**src/rtl/muxn_pkg.sv**
```systemverilog
// Shared definitions for the muxn_seq channel multiplexer: mode encodings,
// default geometry, and width / parity helper functions.
package muxn_pkg;

    // Mode encodings for the 'mode' input
    localparam logic MODE_MANUAL = 1'b0;
    localparam logic MODE_SCAN   = 1'b1;

    // Default geometry
    localparam int DEF_W = 8;
    localparam int DEF_N = 4;

    // Ceiling log2; clog2(1) = 0
    function automatic int clog2(input int v);
        int r;
        r = 0;
        for (int i = 0; i < 31; i++) begin
            if ((32'sd1 <<< i) < v) begin
                r = i + 1;
            end
        end
        return r;
    endfunction

    // Channel index width, never narrower than one bit
    function automatic int sel_width(input int n);
        return (clog2(n) < 1) ? 1 : clog2(n);
    endfunction

    // Even-parity bit of a word (zero-extended to 64 bits by the caller)
    function automatic logic even_parity(input logic [63:0] d);
        return ^d;
    endfunction

endpackage

```
**src/rtl/rr_pick.sv**
```systemverilog
// Combinational round-robin search: first set bit of 'valid' at or above
// 'ptr', wrapping from N-1 back to 0. 'ptr' is expected to be below N.
module rr_pick
    import muxn_pkg::*;
#(
    parameter int N  = DEF_N,
    parameter int SW = sel_width(N)
) (
    input  logic [N-1:0]  valid,
    input  logic [SW-1:0] ptr,
    output logic          found,
    output logic [SW-1:0] idx
);

    // Walk the channels in priority order starting at ptr; first hit wins
    always_comb begin
        found = 1'b0;
        idx   = {SW{1'b0}};
        for (int k = 0; k < N; k++) begin
            if (!found && valid[(int'(ptr) + k) % N]) begin
                found = 1'b1;
                idx   = SW'((int'(ptr) + k) % N);
            end else begin
                found = found;
            end
        end
    end

endmodule

```
**src/rtl/muxn_seq.sv**
```systemverilog
// muxn_seq: N-channel to one registered output multiplexer with manual
// select or round-robin scan. Optional feature macro MUXN_SEQ_PARITY_EN adds
// a registered even-parity output out_parity alongside out_data.
module muxn_seq
    import muxn_pkg::*;
#(
    parameter  int W  = DEF_W,
    parameter  int N  = DEF_N,
    localparam int SW = sel_width(N)
) (
    input  logic            clk,
    input  logic            rst_n,
    input  logic [N*W-1:0]  in_data,
    input  logic [N-1:0]    in_valid,
    output logic [N-1:0]    in_ready,
    input  logic [SW-1:0]   sel,
    input  logic            mode,
    output logic [W-1:0]    out_data,
    output logic [SW-1:0]   out_chan,
    output logic            out_valid,
    input  logic            out_ready
`ifdef MUXN_SEQ_PARITY_EN
    ,
    output logic            out_parity
`endif
);

    // Index space covered by sel; channels at or above N read as invalid
    localparam int NP = 1 << SW;

    logic [W-1:0]    out_data_r;
    logic [SW-1:0]   out_chan_r;
    logic            out_valid_r;
    logic [SW-1:0]   ptr_r;

    logic [NP-1:0]   valid_ext_s;
    logic [NP*W-1:0] data_ext_s;
    logic            pick_found_s;
    logic [SW-1:0]   pick_idx_s;
    logic            grant_s;
    logic [SW-1:0]   gidx_s;
    logic            free_s;
    logic            accept_s;
    logic [SW-1:0]   ptr_nxt_s;
    logic [W-1:0]    sel_data_s;
    logic [N-1:0]    in_ready_s;

    rr_pick #(
        .N  (N),
        .SW (SW)
    ) u_pick (
        .valid (in_valid),
        .ptr   (ptr_r),
        .found (pick_found_s),
        .idx   (pick_idx_s)
    );

    // Zero-extend valid/data so an out-of-range sel simply sees no request
    always_comb begin
        valid_ext_s          = {NP{1'b0}};
        data_ext_s           = {(NP*W){1'b0}};
        valid_ext_s[N-1:0]   = in_valid;
        data_ext_s[N*W-1:0]  = in_data;
    end

    // Choose the candidate channel for this cycle according to mode
    always_comb begin
        grant_s = 1'b0;
        gidx_s  = {SW{1'b0}};
        case (mode)
            MODE_MANUAL: begin
                grant_s = valid_ext_s[sel];
                gidx_s  = sel;
            end
            MODE_SCAN: begin
                grant_s = pick_found_s;
                gidx_s  = pick_idx_s;
            end
            default: begin
                grant_s = 1'b0;
                gidx_s  = {SW{1'b0}};
            end
        endcase
    end

    // Handshake: register free when empty or draining; accept on a grant
    always_comb begin
        free_s     = ~out_valid_r | out_ready;
        accept_s   = free_s & grant_s & rst_n;
        sel_data_s = data_ext_s[int'(gidx_s)*W +: W];
        if (gidx_s == SW'(N - 1)) begin
            ptr_nxt_s = {SW{1'b0}};
        end else begin
            ptr_nxt_s = gidx_s + {{(SW-1){1'b0}}, 1'b1};
        end
        if (accept_s) begin
            in_ready_s = {{(N-1){1'b0}}, 1'b1} << gidx_s;
        end else begin
            in_ready_s = {N{1'b0}};
        end
    end

    // Output register and scan pointer; ptr only advances on scan transfers
    always_ff @(posedge clk or negedge rst_n) begin
        if (!rst_n) begin
            out_data_r  <= {W{1'b0}};
            out_chan_r  <= {SW{1'b0}};
            out_valid_r <= 1'b0;
            ptr_r       <= {SW{1'b0}};
        end else if (accept_s) begin
            out_data_r  <= sel_data_s;
            out_chan_r  <= gidx_s;
            out_valid_r <= 1'b1;
            if (mode == MODE_SCAN) begin
                ptr_r <= ptr_nxt_s;
            end else begin
                ptr_r <= ptr_r;
            end
        end else if (free_s) begin
            out_valid_r <= 1'b0;
        end else begin
            out_valid_r <= out_valid_r;
        end
    end

`ifdef MUXN_SEQ_PARITY_EN
    logic out_parity_r;

    // Parity bit loaded together with out_data and held under stall
    always_ff @(posedge clk or negedge rst_n) begin
        if (!rst_n) begin
            out_parity_r <= 1'b0;
        end else if (accept_s) begin
            out_parity_r <= even_parity(64'(sel_data_s));
        end else begin
            out_parity_r <= out_parity_r;
        end
    end

    assign out_parity = out_parity_r;
`else
    // No parity output in this build
`endif

    assign out_data  = out_data_r;
    assign out_chan  = out_chan_r;
    assign out_valid = out_valid_r;
    assign in_ready  = in_ready_s;

endmodule

```
**config.mk**
```make
export PLATFORM = sky130hd
export DESIGN_NAME = muxn_seq
export DESIGN_NICKNAME = d
export VERILOG_FILES = /design/src/rtl/muxn_pkg.sv /design/src/rtl/rr_pick.sv /design/src/rtl/muxn_seq.sv
export SDC_FILE = /design/constraint.sdc
export NUM_CORES = 1
export LEC_CHECK = 0
export ABC_AREA = 1
export CAP_MARGIN = 20
export CORE_MARGIN = 2
export CORE_UTILIZATION = 44
export CTS_BUF_LIST = sky130_fd_sc_hd__clkbuf_8 sky130_fd_sc_hd__clkbuf_16
export DETAILED_ROUTE_END_ITERATION = 12
export PLACE_DENSITY = 0.78
export SETUP_SLACK_MARGIN = 0.3
export SLEW_MARGIN = 0
export SYNTH_ARGS = -nofsm -noshare
export SYNTH_HDL_FRONTEND = slang
export SYNTH_HIERARCHICAL = 1
export SYNTH_SLANG_ARGS = --single-unit
```
**constraint.sdc**
```tcl
create_clock -name clk -period 4 [get_ports clk]
set_clock_uncertainty 0.05 [all_clocks]
set_input_delay 1.2 -clock clk [delete_from_list [all_inputs] [get_ports clk]]
set_output_delay 1.2 -clock clk [all_outputs]
set_load 0.03 [all_outputs]
```
==> results of run 1 <==
how the worst max path moves through the flow:
stage	start	endpoint	slack, ps	cells after the start
2_1_floorplan	in_valid[3]	in_ready[3]	280	15
3_3_place_gp	in_valid[3]	in_ready[2]	-360	18
3_5_place_dp	in_valid[3]	in_ready[0]	-380	18
4_1_cts	in_valid[1]	in_ready[2]	100	18
5_1_grt	in_valid[1]	in_ready[0]	-20	18
6_report	in_valid[1]	in_ready[2]	80	18
layer usage:
| layer | vias to the layer above | track usage | wire, um |
|---|---|---|---|
| met3 | 0 | 0.0166 | 195 |
| met2 | 66 | 0.406 | 2010 |
| met5 | - | 0 | 0 |
| met4 | 0 | 0.0365 | 0 |
| li1 | 894 | - | - |
| met1 | 761 | 0.314 | 1800 |
per-stage QoR:
stage	std cells	utilization	power, W	hold slack [ps]	area [um^2]
2_1_floorplan	244	-	0.000976	464	1600
3_3_place_gp	356	0.691	0.00127	411	2270
3_5_place_dp	356	0.691	0.00128	423	2270
4_1_cts	363	0.724	0.00145	431	2380
5_1_grt	363	0.726	0.00160	434	2380
6_report	363	0.726	0.00147	426	2380
final cells by class:
class | count | area, um^2 | area share
Clock buffer | 3 | 41.3 | 0.0173
Clock inverter | 1 | 3.75 | 0.00157
Inverter | 53 | 221 | 0.0929
Multi-Input combinational cell | 170 | 1020 | 0.429
Sequential cell | 13 | 325 | 0.136
Tap cell | 46 | 57.6 | 0.0241
Timing Repair Buffer | 77 | 713 | 0.299
power breakdown:
part / total (W) / switching (W) / leakage, nW / internal, W
clock: 0.000112 / 0.0000448 / 0.0269 / 0.0000676
combinational: 0.00112 / 0.000667 / 1.08 / 0.000456
sequential: 0.000233 / 0.0000436 / 0.163 / 0.000190
worst max-delay path, stage by stage:
cell,delay (ps)
buf_6,90
buf_6,120
inv_12,50
nand2_4,40
nand3_4,70
nand2_4,70
nor2_4,150
nand3_2,70
nand2_1,60
nand2_1,50
inv_2,60
nand2_2,60
nand2_4,120
inv_4,60
ha_4,150
inv_2,60
nor2_4,40
buf_6,130
cells by family (layout without fill, tap and decap cells):
group,Yosys count,after routing
buffers and inverters,61,134
AO/OA/AOI/OAI,7,7
adder cells (fa/ha/maj),4,4
flip-flops,13,13
AND/OR/NAND/NOR,159,159
Yosys cell counts, drive strengths merged:
library cell / instances / area, um^2
o211a: 1 / 10.0
buf: 8 / 72.6
nand3b: 1 / 7.51
nand3: 59 / 315
o31ai: 1 / 7.51
dfrtp: 13 / 325
a21oi: 1 / 5.00
nor2: 7 / 36.3
nand2: 90 / 405
ha: 4 / 50.1
inv: 53 / 201
nand4: 2 / 12.5
o21ai: 4 / 27.5
repair_timing:
item	CTS	global route
gates resized for setup	30	4
setup endpoints to repair	4	4
setup buffers	3	0
pin swaps	16	3
state kept, by name, indices dropped and copies added (netlist names):
name	count
out_valid	1
out_chan	2
ptr_r	2
out_data	8
==> reports/qor.txt, run 1 <==
Initial Util: 0.450
period utilisation layout: 0.980
most common cell after layout, fill and taps aside: nand2_1
CTS tree: yes
worst IR drop on VDD: 0.194 mV
fin. max-slew vios: 0
Final Hold Violating Endpoints: 0
initial detailed-routing violation count: 101
core area: 3280 um^2
unrepaired setup endpoints after global routing: yes
outcome: finished, final reports clean
Post-Route WL: 4000 um
reg-to-reg endpoint: out_data[5]
Worst-path clk slew: 50 ps
Worst Setup End Kind: output pin
XOR/XNOR Fraction of Synth Area: 0
Worst Hold End: out_chan[0]
min-delay src: out_chan[0]
Critical Path Start Type: input pin
register area share after synthesis: 0.220
Worst Hold Class: flip-flop to flip-flop
Layout Nets: 364
relative slew slack: 0.785
Yosys warnings: 6
compound-gate portion of the synthesized area: 0.0339
clock latency on the worst-skew pair: 240 ps
pin count of the biggest net entering global routing: 17
reg2reg start: ptr_r[0]
setup TNS: 0 ps
die height: 61.9 um
antenna-violating nets left: 0
ratio of cells with drive above 1 in the final layout: 0.284
DR WL/cell: 11.0 um
fmax: 255 MHz
Num CTS Buffers: 3
multiplexer area fraction after synthesis: 0
worst path required time: 2750 ps
most frequent cells in the layout: nand2_1 (65), nand3_1 (54), clkdlybuf4s50_1 (48)
DR vias: 1721
Top Ports: 57
die area: 3830 um^2
worst-case clock buffer depth: 2
Seq cells post-synth: 13
pre-CTS setup slack: -381 ps
first-pass iteration count of the detailed router: 4
Clk Tree Root Cell: clkbuf_8
FF-to-FF setup slack: 1670 ps
GR Util All Layers: 0.230
Net Count, Synth: 290
Leak: 1.27 nW
Antenna diodes: 0
endpoints failing setup: 0
DP HPWL: 3250 um
fillers: 272
critical path data arrival time: 2670 ps
vias in the first global route: 1577
Mapped Cells: 244
final worst slack: 81.5 ps
largest family of logic cells by synthesized area: simple AND/OR/NAND/NOR gates
simple-gate portion of the synthesized area: 0.526
die width: 61.9 um
fin crit period: 3920 ps
Cell variety after synth: 24
gp weighted congestion: 0.840
htree depth: 1
r2r worst-path depth: 15
worst setup path category: input pin to output pin
Synth Area in Adders: 0.0339
first-pass GRT wire length: 6770 um
antenna violations before repair: 0
hold path cells: 2
P&R area growth vs syn: 61.5%
syn_area_per_cell: 6.05 um^2
Via density: 4.74
# DRC: 0
Port Buf Inserts: 56
grt ovf: 0
maximum capacitance violations: 0
Mapped Area: 1480 um^2
total clock sinks: 13
PwrDens: 616 nW/um^2
# hold bufs at CTS: 0
Slew @ Worst Pin: 321 ps
Critical Path Fanout Max: 5
Rows: 21
(Power assumes the default switching activity.)
==> run 2: changes to the inputs <==
- CORE_ASPECT_RATIO: not set -> 0.5
==> reports/qor.txt, run 2 (synthesis results as in run 1) <==
Power, Total: 0.00160 W (was 0.00147 W)
DR WL/cell: 12.5 um (was 11.0 um)
crit path buf inv count: 5 (was 7)
worst-path cell chain: buf_8, nand2_4, nand2_2, nand2_2, nand2_2, nor2_4, nand3_2, nand2_2, nand2_2, inv_2, nand2_4, nand2_8, inv_6, ha_4, inv_2, nor2_4, buf_6 (was buf_6, buf_6, inv_12, nand2_4, nand3_4, nand2_4, nor2_4, nand3_2, nand2_1, nand2_1, inv_2, nand2_2, nand2_4, inv_4, ha_4, inv_2, nor2_4, buf_6)
Rows: 14 (was 21)
DP Area: 2220 um^2 (was 2270 um^2)
die width: 85.9 um (was 61.9 um)
fin crit period: 3880 ps (was 3920 ps)
pre-CTS setup slack: -538 ps (was -381 ps)
ratio of cells with drive above 1 in the final layout: 0.306 (was 0.284)
number of flip-flops in the largest register: 8 (unchanged)
DR vias: 1784 (was 1721)
crit-path most repeated cell: nand2_2
initial detailed-routing violation count: 94 (was 101)
reg2reg start: ptr_r[0] (unchanged)
clock latency on the worst-skew pair: 250 ps (was 240 ps)
total clock sinks: 13 (unchanged)
most common cell after layout, fill and taps aside: nand2_1 (unchanged)
worst-case clock buffer depth: 2 (unchanged)
critical path data arrival time: 2630 ps (was 2670 ps)
worst IR drop on VDD: 0.323 mV (was 0.194 mV)
fmax: 258 MHz (was 255 MHz)
Critical Path Fanout Max: 5 (unchanged)
# hold bufs at CTS: 0 (unchanged)
Clk Tree Root Cell: clkbuf_8 (unchanged)
PwrDens: 655 nW/um^2 (was 616 nW/um^2)
endpoints failing setup: 0 (unchanged)
final instance area: 2440 um^2 (was 2380 um^2)
die height: 45.0 um (was 61.9 um)
P&R area growth vs syn: 65.3% (was 61.5%)
Leak: 1.30 nW (was 1.27 nW)
Num CTS Buffers: 3 (unchanged)
Slew @ Worst Pin: 437 ps (was 321 ps)
antenna violations before repair: 0 (unchanged)
Top Ports: 57 (unchanged)
min-delay src: out_chan[1] (was out_chan[0])
antenna-violating nets left: 0 (unchanged)
grt ovf: 0 (unchanged)
final worst slack: 119 ps (was 81.5 ps)
Layout Nets: 364 (unchanged)
worst setup path category: input pin to output pin (unchanged)
Via density: 5.00 (was 4.74)
maximum capacitance violations: 0 (unchanged)
Worst Hold Class: flip-flop to flip-flop (unchanged)
most frequent cells in the layout: nand2_1 (61), nand3_1 (53), clkdlybuf4s50_1 (46) (was nand2_1 (65), nand3_1 (54), clkdlybuf4s50_1 (48))
fin cells: 357 (was 363)
Post-Route WL: 4450 um (was 4000 um)
delay-heaviest family, CP: simple AND/OR/NAND/NOR gates (unchanged)
htree depth: 1 (unchanged)
first-pass GRT wire length: 7580 um (was 6770 um)
gp weighted congestion: 0.791 (was 0.840)
core area: 3100 um^2 (was 3280 um^2)
slowest stage delay, CP: 150 ps (about the same)
GR Util All Layers: 0.246 (was 0.230)
worst path required time: 2750 ps (about the same)
Initial Util: 0.476 (was 0.450)
pin count of the biggest net entering global routing: 17 (unchanged)
relative slew slack: 0.709 (was 0.785)
Port Buf Inserts: 56 (unchanged)
Final Hold Violating Endpoints: 0 (unchanged)
Critical Path Start Type: input pin (unchanged)
# DRC: 0 (unchanged)
die area: 3860 um^2 (was 3830 um^2)
period utilisation layout: 0.970 (was 0.980)
Antenna diodes: 0 (unchanged)
CTS tree: yes (unchanged)
dpl cells: 345 (was 356)
Worst-path clk slew: 70 ps (was 50 ps)
worst setup path start: in_valid[3] (was in_valid[1])
unrepaired setup endpoints after global routing: yes (unchanged)
fin. max-slew vios: 0 (unchanged)
DP HPWL: 3310 um (was 3250 um)
vias in the first global route: 1792 (was 1577)
outcome: finished, final reports clean (unchanged)
Worst Setup End Kind: output pin (unchanged)
critical path's slowest cell: ha_4 (was nor2_4)
first-pass iteration count of the detailed router: 4 (unchanged)
-- run 2: cell count changes in the layout (fill, tap and decap cells not counted), moves of 2 or more --
cell             before  now
buf_2                 3    0
clkdlybuf4s50_1      48   46
nand2_1              65   61
nand2_2              17   19
-- run 2: what timing repair did --
item | CTS | global route
pin swaps | 10 | 8
cloned | 0 | 0
setup buffers | 7 | 1
resized for setup | 44 | 10
setup endpoints to repair | 4 | 4
-- run 2: area by class of cell --
class	count	area [um^2]
Tap cell	40	50.0
Multi-Input combinational cell	170	1060
Clock inverter	1	5.00
Sequential cell	13	327
Fill cell	244	661
Inverter	53	224
Timing Repair Buffer	77	733
Clock buffer	3	41.3
-- run 2: worst paths after layout --
check,cells after the start,slack (ps),end
max,17,120,in_ready[0]
min,2,430,out_chan[1]
max reg2reg,21,1270,out_data[3]
min reg2reg,2,430,out_chan[1]
max in group asynchronous,2,2470,ptr_r[0]
min in group asynchronous,2,1240,out_chan[1]
-- run 2: power by group --
group / switching, W / internal (W)
Sequential: 0.0000585 / 0.000190
Combinational: 0.000702 / 0.000521
Clock: 0.0000565 / 0.0000691
-- run 2: layer usage --
| metal | vias to the layer above | share of wire | track usage |
|---|---|---|---|
| met5 | - | 0 | 0 |
| met4 | 0 | 0.0088 | 0.0603 |
| met3 | 6 | 0.029 | 0.0457 |
| met2 | 38 | 0.51 | 0.479 |
| met1 | 839 | 0.45 | 0.288 |
| li1 | 901 | - | - |
-- run 2: worst reg2reg max path, delay by kind of cell (launching register included) --
kind | cells | cell delay (ps)
flip-flops | 1 | 520
AND/OR/NAND/NOR | 14 | 1290
buffers and inverters | 7 | 830
-- run 2: metrics by stage --
| stage | hold WS [ps] | setup TNS, ps | util |
|---|---|---|---|
| floorplan | 464 | 0 | - |
| global placement | 409 | -1710 | 0.718 |
| detailed placement | 415 | -2040 | 0.718 |
| CTS | 431 | 0 | 0.776 |
| global route | 457 | 0 | 0.787 |
| finish | 428 | 0 | 0.787 |
